**src/rtl/alu32_pkg.sv**
```systemverilog
// Shared definitions for the ALU operation sequencer: data width, opcodes
// and the sequencer FSM state encoding.
package alu32_pkg;

   localparam int DATA_W = 32;

   localparam logic [2:0] OP_AND   = 3'd0;
   localparam logic [2:0] OP_OR    = 3'd1;
   localparam logic [2:0] OP_XOR   = 3'd2;
   localparam logic [2:0] OP_NOT   = 3'd3;
   localparam logic [2:0] OP_ADD   = 3'd4;
   localparam logic [2:0] OP_LSH   = 3'd5;
   localparam logic [2:0] OP_RSH   = 3'd6;
   localparam logic [2:0] OP_TRUNC = 3'd7;

   typedef enum logic [1:0] {
      IDLE   = 2'd0,
      SETTLE = 2'd1,
      RESP   = 2'd2
   } seq_state_t;

endpackage

```
**src/rtl/sat_counter.sv**
```systemverilog
// Counter that sticks at all-ones; a synchronous clear has priority over
// an increment that lands on the same edge.
module sat_counter #(
   parameter int CNT_W = 16
) (
   input  logic             clk,
   input  logic             rst,
   input  logic             inc,
   input  logic             clr,
   output logic [CNT_W-1:0] count
);

   localparam logic [CNT_W-1:0] ONE = {{(CNT_W-1){1'b0}}, 1'b1};

   always_ff @(posedge clk or posedge rst) begin
      if (rst) begin
         count <= '0;
      end else if (clr) begin
         count <= '0;
      end else if (inc && (count != '1)) begin
         count <= count + ONE;
      end
   end

endmodule

```
**src/rtl/alu32_op_sequencer.sv**
```systemverilog
// Drives the combinational 32-bit ALU one request at a time, holds its inputs
// for a settle window, captures and optionally checks the result.
module alu32_op_sequencer
   import alu32_pkg::*;
#(
   parameter int SETTLE_CYCLES = 2,
   parameter int CNT_W         = 16
) (
   input  logic              clk,
   input  logic              rst,
   // Request and response channels: a transfer happens on any rising edge
   // where valid and ready are both high; valid holds until that edge.
   input  logic              req_valid,
   output logic              req_ready,
   input  logic [DATA_W-1:0] req_in1,
   input  logic [DATA_W-1:0] req_in2,
   input  logic              req_ci,
   input  logic [2:0]        req_op,
   input  logic              req_check,
   input  logic [DATA_W-1:0] req_expect,
   input  logic              req_expect_co,
   output logic [DATA_W-1:0] alu_in1,
   output logic [DATA_W-1:0] alu_in2,
   output logic              alu_ci,
   output logic [2:0]        alu_a,
   input  logic [DATA_W-1:0] alu_out,
   input  logic              alu_co,
   output logic              rsp_valid,
   input  logic              rsp_ready,
   output logic [DATA_W-1:0] rsp_data,
   output logic              rsp_co,
   output logic              rsp_match,
   input  logic              clear_counts,
   output logic [CNT_W-1:0]  op_count,
   output logic [CNT_W-1:0]  err_count
);

   localparam logic [3:0] SETTLE_LOAD = 4'(SETTLE_CYCLES - 1);

   seq_state_t        r_state;
   logic [3:0]        r_settle_cnt;
   logic              r_check;
   logic [DATA_W-1:0] r_expect;
   logic              r_expect_co;

   logic w_req_hs;
   logic w_rsp_hs;
   logic w_match;
   logic w_err_inc;

   assign req_ready = (r_state == IDLE) && !rst;
   assign w_req_hs  = req_valid && req_ready;
   assign w_rsp_hs  = rsp_valid && rsp_ready;

   // Carry only carries meaning for ADD, so it is ignored for every other op.
   assign w_match   = !r_check ||
                      ((alu_out == r_expect) && ((alu_a != OP_ADD) || (alu_co == r_expect_co)));
   assign w_err_inc = w_rsp_hs && !rsp_match;

   always_ff @(posedge clk or posedge rst) begin
      if (rst) begin
         r_state      <= IDLE;
         r_settle_cnt <= '0;
         r_check      <= 1'b0;
         r_expect     <= '0;
         r_expect_co  <= 1'b0;
         alu_in1      <= '0;
         alu_in2      <= '0;
         alu_ci       <= 1'b0;
         alu_a        <= '0;
         rsp_valid    <= 1'b0;
         rsp_data     <= '0;
         rsp_co       <= 1'b0;
         rsp_match    <= 1'b0;
      end else begin
         case (r_state)
            IDLE: begin
               if (w_req_hs) begin
                  alu_in1      <= req_in1;
                  alu_in2      <= req_in2;
                  alu_ci       <= req_ci;
                  alu_a        <= req_op;
                  r_check      <= req_check;
                  r_expect     <= req_expect;
                  r_expect_co  <= req_expect_co;
                  r_settle_cnt <= SETTLE_LOAD;
                  r_state      <= SETTLE;
               end
            end
            SETTLE: begin
               if (r_settle_cnt == 4'd0) begin
                  rsp_data  <= alu_out;
                  rsp_co    <= alu_co;
                  rsp_match <= w_match;
                  rsp_valid <= 1'b1;
                  r_state   <= RESP;
               end else begin
                  r_settle_cnt <= r_settle_cnt - 4'd1;
               end
            end
            RESP: begin
               if (rsp_ready) begin
                  rsp_valid <= 1'b0;
                  r_state   <= IDLE;
               end
            end
            default: r_state <= IDLE;
         endcase
      end
   end

   sat_counter #(.CNT_W(CNT_W)) u_op_cnt (
      .clk   (clk),
      .rst   (rst),
      .inc   (w_rsp_hs),
      .clr   (clear_counts),
      .count (op_count)
   );

   sat_counter #(.CNT_W(CNT_W)) u_err_cnt (
      .clk   (clk),
      .rst   (rst),
      .inc   (w_err_inc),
      .clr   (clear_counts),
      .count (err_count)
   );

endmodule

```
**config.mk**
```make
export PLATFORM = sky130hd
export DESIGN_NAME = alu32_op_sequencer
export DESIGN_NICKNAME = d
export VERILOG_FILES = /design/src/rtl/alu32_pkg.sv /design/src/rtl/sat_counter.sv /design/src/rtl/alu32_op_sequencer.sv
export SDC_FILE = /design/constraint.sdc
export NUM_CORES = 1
export LEC_CHECK = 0
export BUFFER_PORTS_ARGS = -buffer_cell sky130_fd_sc_hd__buf_2
export CAP_MARGIN = 5
export CORE_MARGIN = 2
export CORE_UTILIZATION = 40
export DETAILED_ROUTE_END_ITERATION = 16
export PLACE_DENSITY = 0.79
export SYNTH_ARGS = -nofsm -noshare
export SYNTH_HDL_FRONTEND = slang
export SYNTH_SLANG_ARGS = --single-unit
```
**constraint.sdc**
```tcl
create_clock -name clk -period 6.6 [get_ports clk]
set_input_delay 1.32 -clock clk [delete_from_list [all_inputs] [get_ports clk]]
set_output_delay 1.32 -clock clk [all_outputs]
set_load 0.02 [all_outputs]
```
Word-level counts from Yosys, hierarchy flattened
Index checks and enable logic that the tools add are counted.
Widths: inputs -> output; s select.

operators by class
  add/subtract/negate cells = 3
  equal/unequal tests = 11
  mux-type cells = 14
  reductions and logical operators = 23

operators by type and width
  kind                   count
  $mux 16                4
  $add 16x1->16 const B  2
  $eq 32x32->1           1
  $ne 16x16->1 const B   2
  $reduce_and 3->1       3
  $mux 4                 2
  $ne 2x2->1 const B     4
  $pmux 4 s2             1
  $reduce_bool 2->1      4
  $logic_and 1x1->1      7
  $mux 2                 3
  $pmux 2 s3             1
  $logic_not 4->1        1
  $reduce_and 2->1       2
  $sub 4x1->4 const B    1
  $logic_not 1->1        3
  $ne 3x3->1 const B     1
  $eq 2x1->1 const B     1
  $eq 2x2->1 const B     1
  $logic_not 2->1        1
  $logic_or 1x1->1       2
  $mux 1                 2
  $pmux 1 s2             1
  $eq 1x1->1             1

storage, ports and cells
  register bits after elaboration = 175
  output and inout bits = 136

Logic depth before layout (Yosys ltp)
  depth in word-level cells = 5
  mapped depth = 8
  mapped depth without buffers = 7

Cells and area by module
Synthesis repeated with hierarchy kept, for this count alone.

second synthesis, totals
  cell total of the unflattened synthesis = 575
  area total of the unflattened synthesis = 7,915.1 sq um

modules (own cells, without submodules)
  module              times used  cells an instance  area an instance (sq um)
  alu32_op_sequencer  1           373                6,050.8
  sat_counter         2           101                932.1

Worst setup path before layout
No wires, ideal clock.

  kind = input port to output port
  start = input port rst
  end = output port req_ready
  arrival = 1.615 ns
  data required time = 5.280 ns
  slack = 3.665 ns
  cell stages on the path = 1
  buffers on the path = 0
  cells stage by stage = nor3_2

between the ends
  longest elaborated chain between the ends = 2

ends and longest elaborated chain
  element                    line                      source
  start, declared            alu32_op_sequencer.sv:10  input logic rst,
  $logic_not 1->1 (no line)  -
  $logic_and 1x1->1          alu32_op_sequencer.sv:51  assign req_ready = (r_state == IDLE) && !rst;
  end, declared              alu32_op_sequencer.sv:14  output logic req_ready,

Every way passes these cells.

Worst setup path in the final report
Ends and elaborated chain as after synthesis.

==> reports/results.ini <==
[status]
run_status=finished clean

[power_and_ir_drop]
power.density_cell_area_nw_per_um2=454.1
vdd_ir_drop_max_v=0.0002540
power.static_leakage_uw=0.004580
post-layout-total-power_uw=4394

[logic_synthesis]
synth_async_sr_flop_share=1.000
yosysSeqAreaShare=0.5796
post-synth-top-count-cell=dfrtp_1
synth_cells=550
netlist.area_leader.share=0.5796
ys_top_cells_by_count=175 x dfrtp_1, 132 x mux2_2, 43 x nor2_1, 38 x xnor2_1, 24 x xor2_1
ys.warnings.count=0
synth.largest_area_cell=dfrtp_1
synth.top_cells.by_area=dfrtp_1 58%, mux2_2 20%, xnor2_1 4.4%, xor2_1 2.8%, nor2_1 2.1%
synth.ff_latch_count=175
synth_nets=694
ys.flop_type=dfrtp_1
syn-mean-instance-area_sq_um=13.74
count_of_flip_flops_with_a_built_in_enable_after_synthesis=0
post_synth_instance_area_sq_um=7556
synth.distinct_cells=38

[setup_path]
r2r_slack_ps=4040
number_of_cells_on_the_critical_path=3
cp-startpoint=rst
cp_data_arrival_time_ps=1770
critPathTopFamily=buffers and inverters
timing.critical_path.buf_inv=2
critical_path.endpoint_type=output pin
cp_data_required_time_ps=5280
cp_slowest_stage_delay_ps=190
timing.critical_path.from_type=primary input
worstReg2RegEnd=r_expect[25]
path_cells=buf_2 > nor3_2 > buf_2
path_class=primary input to output pin
r2r_start=r_state[0]
crit_end=req_ready
critical_path_peak_fanout=2
cpMostUsedCell=buf_2
worst_path_max_delay_cell=buf_2
ff2ff_path_depth=4

[timing]
slew_viol_final=0
timing.fmax_mhz=323.2
finalSetupTns_ps=0
finalHoldViolCount=0
layout_min_cycle_time_ps=3094
finalHoldWorstSlack_ps=484.7
grt_setup_unrepaired=false
timing.final.crit_share=0.4688
slew_at_the_pin_closest_to_its_max_slew_limit_ps=972.6
timing.slew.headroom=0.3493
setup_viol=0
clock_skew_ps=10.99

[place]
dp_hpwl_microns=12800
io_buffers=275
gp_congestion=0.8121

[clock_network]
ctsHtreeMaxLevel=4
cts_repair_resize_count=0
clkSinkCount=175
ctsLongestPathBuffers=2
clk_latency_ps=420
postCtsSetupBuffers=0
clock_slew_at_the_register_clock_pins_of_the_worst_setup_and_hold_paths_ps=70
cts_buffers=17
tritoncts=yes
cts_hold_buf=0
clk_root_buffer_cell=clkbuf_16

[grt]
grt.total_usage=0.1768
grt_antenna_before_repair=1
globalRoute.totalOverflow=0
grt_pass1_vias=5591
grt_start_max_net_pins=77
grt_pass1_wl_microns=27910

[drt]
routed-via-count=5375
first_pass_iters=4
totalWireLength_microns=17490
routed_wire_length_per_instance_microns=16.25
route.detailed.drc=0
drt_iter0_drc=211
routed_via_density=4.995
detail-route-antenna-nets=0

[floorplanning]
std_cell_rows=50
fp.dieArea_sq_um=20010
die-height_microns=141.4
initial_core_utilization=0.4053
die_width_microns=141.4
num_io_pins=276
core_sq_um=18640

[cells_and_area]
layout-drive-gt1-share=0.5446
flow.area_growth_from_synthesis_pct=28.07
fin_nets=972

[hold_path]
hold_crit_path_type=flop to flop
worst_hold_startpoint=r_check

[run]
cap_viol_max_count=0

==> state kept, by name, summed over array words and instances, names as in the netlist, 3 cells and up <==
signal	flops
rsp_data	32
r_settle_cnt	4
u_op_cnt.count	16
r_expect	32
u_err_cnt.count	16
alu_a	3
alu_in2	32
alu_in1	32
==> cells by family (layout without fill, tap and decap cells) <==
kind of cell	Yosys count	after routing	share of synthesized area
compound gates	13	13	0.009439
simple gates	135	135	0.1028
fa+ha+maj	4	4	0.006624
buf+inv	24	315	0.02368
flops	175	175	0.5796
xor+xnor	62	62	0.07187
other cells	0	1	0
mux	137	137	0.2060
==> worst reg2reg max path, cell delays in order, from the launching register on <==
cell and delay [ps]:
dfrtp_1 440, nor3_2 220, and2_4 630, buf_4 710, mux2_2 440
==> routing by layer <==
metal | vias to the layer above | track usage | share of wire
met4 | 0 | 0.06368 | 0.017
met5 | - | 0 | 0
met2 | 179 | 0.3010 | 0.51
met3 | 25 | 0.05366 | 0.064
met1 | 2672 | 0.2129 | 0.41
li1 | 2499 | - | -
==> layout make-up <==
class	count	area (sq um)
Antenna cell	1	2.502
Clock buffer	18	439.2
Clock inverter	14	140.1
Fill cell	1640	8966
Inverter	5	23.77
Multi-Input combinational cell	351	3000
Sequential cell	175	4379
Tap cell	234	292.8
Timing Repair Buffer	278	1399
==> report_power, final <==
part / total [uW] / switching [uW] / leakage [uW] / internal, uW
clock network: 986 / 473 / 0.000284 / 513
registers: 1790 / 266 / 0.00214 / 1520
logic: 1620 / 867 / 0.00216 / 753
total: 4390 / 1610 / 0.00458 / 2790
==> placed cells by master, fill, tap and decap left out, types with 3 or more instances in the layout <==
cell / n
nand4b_1: 3
mux2_2: 132
buf_4: 3
xnor2_1: 38
nor3_2: 4
nor4_1: 4
nor2_1: 43
dfrtp_1: 175
a21oi_1: 7
and4_1: 3
buf_2: 275
inv_8: 3
a31oi_1: 3
nor3_1: 6
inv_6: 6
nand2_1: 14
inv_1: 4
nand4_1: 22
ha_1: 4
and3_1: 7
nand3_1: 12
mux2_4: 4
xor2_1: 24
clkbuf_16: 17
==> through the flow <==
step / area, sq um / cells / setup WS, ps / util
floorplan: 7556 / 550 / 534.8 / -
global placement: 9095 / 1043 / 3120 / 0.4879
detailed placement: 9095 / 1043 / 3082 / 0.4879
CTS: 9674 / 1075 / 3503 / 0.5189
global route: 9677 / 1076 / 3444 / 0.5191
finish: 9677 / 1076 / 3506 / 0.5191
==> worst min path at each step <==
stage	to	slack [ps]	cells past startpoint
floorplan	rsp_match	450	1
global placement	rsp_match	470	1
detailed placement	rsp_match	480	1
CTS	rsp_match	490	1
global route	alu_in2[11]	520	1
finish	rsp_match	480	1
Note: power is estimated with default switching activity, not from simulation.
